<file path="src/rtl/mul_seq_if.sv">
// mul_seq_if: start/busy/done handshake and operand/result bus for the multiplier.
interface mul_seq_if #(parameter int WIDTH = 32);
  logic             start;
  logic             is_signed;
  logic [WIDTH-1:0] a;
  logic [WIDTH-1:0] b;
  logic             busy;
  logic             done;
  logic [WIDTH-1:0] hi;
  logic [WIDTH-1:0] lo;
  modport master (output start, is_signed, a, b, input busy, done, hi, lo);
  modport slave  (input start, is_signed, a, b, output busy, done, hi, lo);
endinterface

</file>
<file path="src/rtl/mul_seq.sv">
// mul_seq: fixed-latency shift-and-add MULT/MULTU sequencer writing HI/LO.
module mul_seq #(
  parameter int WIDTH = 32
) (
  input logic       clk,
  input logic       rst,
  mul_seq_if.slave  bus
);
  localparam int CW = $clog2(WIDTH) + 1;
  typedef enum logic [2:0] {IDLE, ABS, RUN, NEG, DONE} state_t;
  state_t             r_state;
  logic [WIDTH-1:0]   r_mcand;
  logic [WIDTH-1:0]   r_mplier;
  logic [2*WIDTH-1:0] r_acc;
  logic [CW-1:0]      r_cnt;
  logic               r_signed;
  logic               r_neg;
  logic               r_busy;
  logic               r_done;
  logic [WIDTH-1:0]   r_hi;
  logic [WIDTH-1:0]   r_lo;
  logic [WIDTH:0]     w_sum;
  logic [2*WIDTH-1:0] w_res;
  // The single shared adder: carry is kept so it can shift into the accumulator.
  always_comb begin
    w_sum = r_mplier[0] ? {1'b0, r_acc[2*WIDTH-1:WIDTH]} + {1'b0, r_mcand}
                        : {1'b0, r_acc[2*WIDTH-1:WIDTH]};
    w_res = r_neg ? '0 - r_acc : r_acc;
  end
  always_ff @(posedge clk) begin
    if (rst) begin
      r_state  <= IDLE;
      r_mcand  <= '0;
      r_mplier <= '0;
      r_acc    <= '0;
      r_cnt    <= '0;
      r_signed <= 1'b0;
      r_neg    <= 1'b0;
      r_busy   <= 1'b0;
      r_done   <= 1'b0;
      r_hi     <= '0;
      r_lo     <= '0;
    end else begin
      case (r_state)
        IDLE: if (bus.start) begin
          r_mcand  <= bus.a;
          r_mplier <= bus.b;
          r_signed <= bus.is_signed;
          r_busy   <= 1'b1;
          r_state  <= ABS;
        end
        ABS: begin
          r_neg    <= r_signed & (r_mcand[WIDTH-1] ^ r_mplier[WIDTH-1]);
          r_mcand  <= (r_signed & r_mcand[WIDTH-1]) ? '0 - r_mcand : r_mcand;
          r_mplier <= (r_signed & r_mplier[WIDTH-1]) ? '0 - r_mplier : r_mplier;
          r_acc    <= '0;
          r_cnt    <= '0;
          r_state  <= RUN;
        end
        RUN: begin
          r_acc    <= {w_sum, r_acc[WIDTH-1:1]};
          r_mplier <= r_mplier >> 1;
          r_cnt    <= r_cnt + CW'(1);
          if (r_cnt == CW'(WIDTH - 1)) r_state <= NEG;
        end
        NEG: begin
          r_acc   <= w_res;
          r_hi    <= w_res[2*WIDTH-1:WIDTH];
          r_lo    <= w_res[WIDTH-1:0];
          r_busy  <= 1'b0;
          r_done  <= 1'b1;
          r_state <= DONE;
        end
        default: begin
          r_done  <= 1'b0;
          r_state <= IDLE;
        end
      endcase
    end
  end
  assign bus.busy = r_busy;
  assign bus.done = r_done;
  assign bus.hi   = r_hi;
  assign bus.lo   = r_lo;
endmodule

</file>
<file path="src/flat_wrapper.sv">
// flat-port wrapper written by rule: the top's interface ports become plain ports
module mul_seq_flat 
#(
  parameter int WIDTH = 32
)
  (clk, rst, bus_start, bus_is_signed, bus_a, bus_b, bus_busy, bus_done, bus_hi, bus_lo);
  mul_seq_if #(.WIDTH(WIDTH)) bus_i ();
  input logic clk;
  input logic rst;
  input wire logic [$bits(bus_i.start)-1:0] bus_start;
  input wire logic [$bits(bus_i.is_signed)-1:0] bus_is_signed;
  input wire logic [$bits(bus_i.a)-1:0] bus_a;
  input wire logic [$bits(bus_i.b)-1:0] bus_b;
  output wire logic [$bits(bus_i.busy)-1:0] bus_busy;
  output wire logic [$bits(bus_i.done)-1:0] bus_done;
  output wire logic [$bits(bus_i.hi)-1:0] bus_hi;
  output wire logic [$bits(bus_i.lo)-1:0] bus_lo;
  assign bus_i.start = bus_start;
  assign bus_i.is_signed = bus_is_signed;
  assign bus_i.a = bus_a;
  assign bus_i.b = bus_b;
  assign bus_busy = bus_i.busy;
  assign bus_done = bus_i.done;
  assign bus_hi = bus_i.hi;
  assign bus_lo = bus_i.lo;
  mul_seq #(.WIDTH(WIDTH)) u_core (.clk(clk), .rst(rst), .bus(bus_i));
endmodule
</file>
<file path="config.mk">
export PLATFORM = sky130hd
export DESIGN_NAME = mul_seq_flat
export DESIGN_NICKNAME = d
export VERILOG_FILES = /design/src/rtl/mul_seq_if.sv /design/src/rtl/mul_seq.sv /design/src/flat_wrapper.sv
export SDC_FILE = /design/constraint.sdc
export NUM_CORES = 1
export LEC_CHECK = 0
export BUFFER_PORTS_ARGS = -buffer_cell sky130_fd_sc_hd__clkbuf_2
export CORE_ASPECT_RATIO = 0.7
export CORE_MARGIN = 5
export CORE_UTILIZATION = 54
export DETAILED_ROUTE_END_ITERATION = 7
export PLACE_DENSITY = 0.77
export SLEW_MARGIN = 10
export SYNTH_ARGS = -nofsm -noshare
export SYNTH_HDL_FRONTEND = slang
export SYNTH_SLANG_ARGS = --single-unit
</file>
<file path="constraint.sdc">
create_clock -name clk -period 3.2 [get_ports clk]
set_input_delay 0.48 -clock clk [delete_from_list [all_inputs] [get_ports clk]]
set_output_delay 0.48 -clock clk [all_outputs]
set_load 0.05 [all_outputs]
</file>
==> flow_summary.toml <==
[floorplan]
chip_height_um = 139
core_area_um2 = 23500
initial_core_util = 0.545
floorplan.io_pins = 134
die_area_um2 = 26900
num_rows = 47
fp.dieW_um = 194

[synthesis]
synth_area_per_cell_um2 = 7.42
yosys-mux-area-fraction = 0.0105
asyncSetResetFlopFracSynth = 0
post-synth-top-count-cell = "sky130_fd_sc_hd__nor2_1"
synth-compound-area-share = 0.294
yosysTopAreaCellShare = 0.321
ys_dominant_reg_cell = "sky130_fd_sc_hd__dfxtp_1"
netlist_top_cells_area = "sky130_fd_sc_hd__dfxtp_1, sky130_fd_sc_hd__nor2_1, sky130_fd_sc_hd__a21oi_1"
synth-seq-cells = 205
synthTopCellsByCount = "sky130_fd_sc_hd__nor2_1, sky130_fd_sc_hd__dfxtp_1, sky130_fd_sc_hd__a21oi_1"
synth_enable_flop_cells = 0
yosys.cell_types.count = 70
combinational_family_with_the_most_area_after_synthesis = "compound AO/OA/AOI/OAI gates"
synth_xor_area_frac = 0.0582
mapped_cell_area_um2 = 12800
fraction_of_the_mapped_netlist_area_in_adder_cells = 0.0368
synth_fp_nets = 1828
portion_of_the_post_synthesis_area_used_by_sequential_elements = 0.321
yosys.area_share.simple = 0.238
synth_top_cell_by_area = "sky130_fd_sc_hd__dfxtp_1"
syn_inst = 1723
yosys_warnings = 0

[worst_setup_path]
worst_path_cell_trace = "or4_4, nor4_4, nand4_1, or4_4, o31ai_2, xnor2_1, a221oi_1, o211ai_1"
critical_path.top_delay_family = "simple AND/OR/NAND/NOR gates"
endpoint_kind = "flop"
regToRegEndpoint = "u_core.r_acc[56]$_SDFFE_PP0P_"
critical_path_class = "reg2reg"
crit_fanout = 7
worst_ep_arrival_time_ns = 3.52
timing.critical_path.buf_inv = 0
setup.reg_to_reg.worst_slack_ns = 0.07
cpMaxStageDelayCell = "sky130_fd_sc_hd__or4_4"
worst_path_largest_cell_delay_ns = 0.61
cp_data_required_time_ns = 3.59
rr_startpoint = "u_core.r_acc[10]$_SDFFE_PP0P_"
path_common_cell = "sky130_fd_sc_hd__or4_4"
ff2ff_path_depth = 8
worstSetupStartpointType = "flop"

[finish]
n_antenna_cell = 0
nFillCells = 2139
multiInputGateArea_um2 = 8230
net_count_of_the_finished_layout = 1931
final_layout_size_suffix_gt1_frac = 0.155
final_cell_area_um2 = 14700
flow.area_growth_from_synthesis_pct = 15.0
register_area_um2 = 4110

[global_route]
global_route_usage_over_all_layers = 0.282
global_route.overflow_total = 0
number_of_global_route_vias_before_repair = 12300
grt_antenna_before_repair = 0
grt_start_max_net_pins = 84
wire_length_of_the_first_global_routing_pass_um = 64600

[placement]
place_congestion = 0.939
dpl-instance-area_um2 = 14000
place.port_buffers = 133
dp.final_hpwl_um = 28800

[sta]
slew_headroom = 0.295
final.setup_skew_ns = 0.0126
setup-tns-final_ns = 0
tightestPinTransition_ns = 1.06
period_share = 0.980
unrepaired_setup_endpoints_after_global_routing = "no"
count_of_endpoints_failing_setup_in_the_final_report = 0
finalMaxSlewViolations = 0
min_period_ns = 3.13
max_clock_freq_mhz = 319
finalHoldViolations = 0

[outcome]
run_status = "completed"

[clock_tree]
tritoncts = "yes"
cts_buffers = 21
clock_tree.htree_level_count = 1
root_buffer = "sky130_fd_sc_hd__clkbuf_16"
worst_skew_pair.late_latency_ns = 0.52
clk_pin_slew_ns = 0.07
clock_sink_count = 205
ctsLongestPathBuffers = 3

[power_and_ir_drop]
leakage_nw = 5.79
ir_worst_vdd_uv = 411
totalPowerFinal_mw = 7.31
p_per_area_nw_per_um2 = 497

[detailed_routing]
final_antenna_net_count = 0
detail_route.iter0.violations = 1672
wl_per_cell_um = 18.8
first_pass_iters = 8
totalWireLength_um = 40500
remaining_drc_errors = 0
vias = 13800
viasPerCell = 6.39

[worst_hold_path]
hold_path.class = "in2reg"
hold_depth = 3
hold_end = "u_core.r_mcand[17]$_SDFFE_PP0P_"
worst_hold_startpoint = "bus_a[17]"

[job]
maxCapViolCount = 0
## cells in the final DEF, fill, tap and decap left out, types with 15 or more instances in the layout
cell type	netlist	layout
sky130_fd_sc_hd__ha_1	36	35
sky130_fd_sc_hd__nor2_1	256	253
sky130_fd_sc_hd__a221oi_1	18	18
sky130_fd_sc_hd__nand3_1	18	18
sky130_fd_sc_hd__nand2_1	173	171
sky130_fd_sc_hd__nor3_1	65	64
sky130_fd_sc_hd__dfxtp_1	205	204
sky130_fd_sc_hd__a31oi_1	17	15
sky130_fd_sc_hd__a21o_1	28	28
sky130_fd_sc_hd__xnor2_1	42	42
sky130_fd_sc_hd__or3_1	32	32
sky130_fd_sc_hd__o21ai_0	114	114
sky130_fd_sc_hd__o31ai_1	29	29
sky130_fd_sc_hd__a211oi_1	64	64
sky130_fd_sc_hd__a22oi_1	33	33
sky130_fd_sc_hd__xor2_1	43	43
sky130_fd_sc_hd__buf_4	0	72
sky130_fd_sc_hd__a21oi_1	180	179
sky130_fd_sc_hd__clkbuf_16	0	21
sky130_fd_sc_hd__clkbuf_2	0	132
sky130_fd_sc_hd__nor4_1	22	20
sky130_fd_sc_hd__inv_1	17	16
## tightest hold or removal path, cell delays in order
cell and delay, ns:
sky130_fd_sc_hd__clkbuf_2 0.08, sky130_fd_sc_hd__nand2_1 0.05, sky130_fd_sc_hd__a311oi_1 0.08
## where the power goes
group	switching, mW	total (mW)	internal [mW]
Sequential	0.248	2.96	2.72
Combinational	1.18	1.87	0.694
Clock	1.07	2.47	1.41
## layout make-up
cell class              count  area share
repair buffers            206      0.0838
clock inverters             5     0.00366
well taps                 318      0.0271
flip-flops and latches    205       0.279
inverters                  17     0.00434
multi-input cells        1375       0.560
clock buffers              32      0.0420
## cell families after synthesis
logic type | Yosys count
AO/OA/AOI/OAI | 583
XOR/XNOR | 85
adder cells (fa/ha/maj) | 37
buffers and inverters | 143
flip-flops | 205
multiplexers | 13
AND/OR/NAND/NOR | 657
## timing repair
item	4_1_cts	5_1_grt
setup endpoints to repair	0	12
buffers inserted	0	3
hold buffers	0	0
resized for setup	0	10
## registers in the layout, summed over array words and instances (netlist names)
register         flops
u_core.bus.lo       32
u_core.bus.busy      1
u_core.bus.done      1
u_core.r_mplier     32
u_core.r_acc        64
u_core.r_neg         1
u_core.r_cnt         6
u_core.r_mcand      32
u_core.r_signed      1
u_core.bus.hi       32
u_core.r_state       3
## stage by stage
| step | util | setup slack (ns) | hold slack, ns | std cells |
|---|---|---|---|---|
| 2_1_floorplan | - | 0.147 | 0.453 | 1723 |
| 3_3_place_gp | 0.595 | 0.0746 | 0.445 | 2118 |
| 3_5_place_dp | 0.595 | 0.0292 | 0.449 | 2118 |
| 4_1_cts | 0.624 | 0.0131 | 0.206 | 2155 |
| 5_1_grt | 0.626 | 0.00912 | 0.238 | 2158 |
| 6_report | 0.626 | 0.0653 | 0.211 | 2158 |
## worst max-delay path by stage
stage / end / cells after the start / from / slack, ns
floorplan: u_core.r_mcand[30]$_SDFFE_PP0P_ / 11 / u_core.r_mcand[1]$_SDFFE_PP0P_ / 0.15
global placement: u_core.r_mcand[30]$_SDFFE_PP0P_ / 10 / u_core.r_mcand[0]$_SDFFE_PP0P_ / 0.07
detailed placement: u_core.r_mcand[30]$_SDFFE_PP0P_ / 10 / u_core.r_mcand[0]$_SDFFE_PP0P_ / 0.03
CTS: u_core.r_mcand[30]$_SDFFE_PP0P_ / 10 / u_core.r_mcand[0]$_SDFFE_PP0P_ / 0.01
global route: u_core.r_acc[60]$_SDFFE_PP0P_ / 10 / u_core.r_mcand[2]$_SDFFE_PP0P_ / 0.009
finish: u_core.r_acc[56]$_SDFFE_PP0P_ / 8 / u_core.r_acc[10]$_SDFFE_PP0P_ / 0.07
## metal layers
metal | routed length (um) | up-vias | share of wire | track usage
met2 | 17400 | 679 | 0.43 | 0.425
met1 | 18600 | 6473 | 0.46 | 0.422
met4 | 1070 | 0 | 0.026 | 0.0732
met5 | 0 | - | 0 | 0
met3 | 3510 | 88 | 0.087 | 0.0423
li1 | - | 6552 | - | -
(Power assumes the default switching activity.)
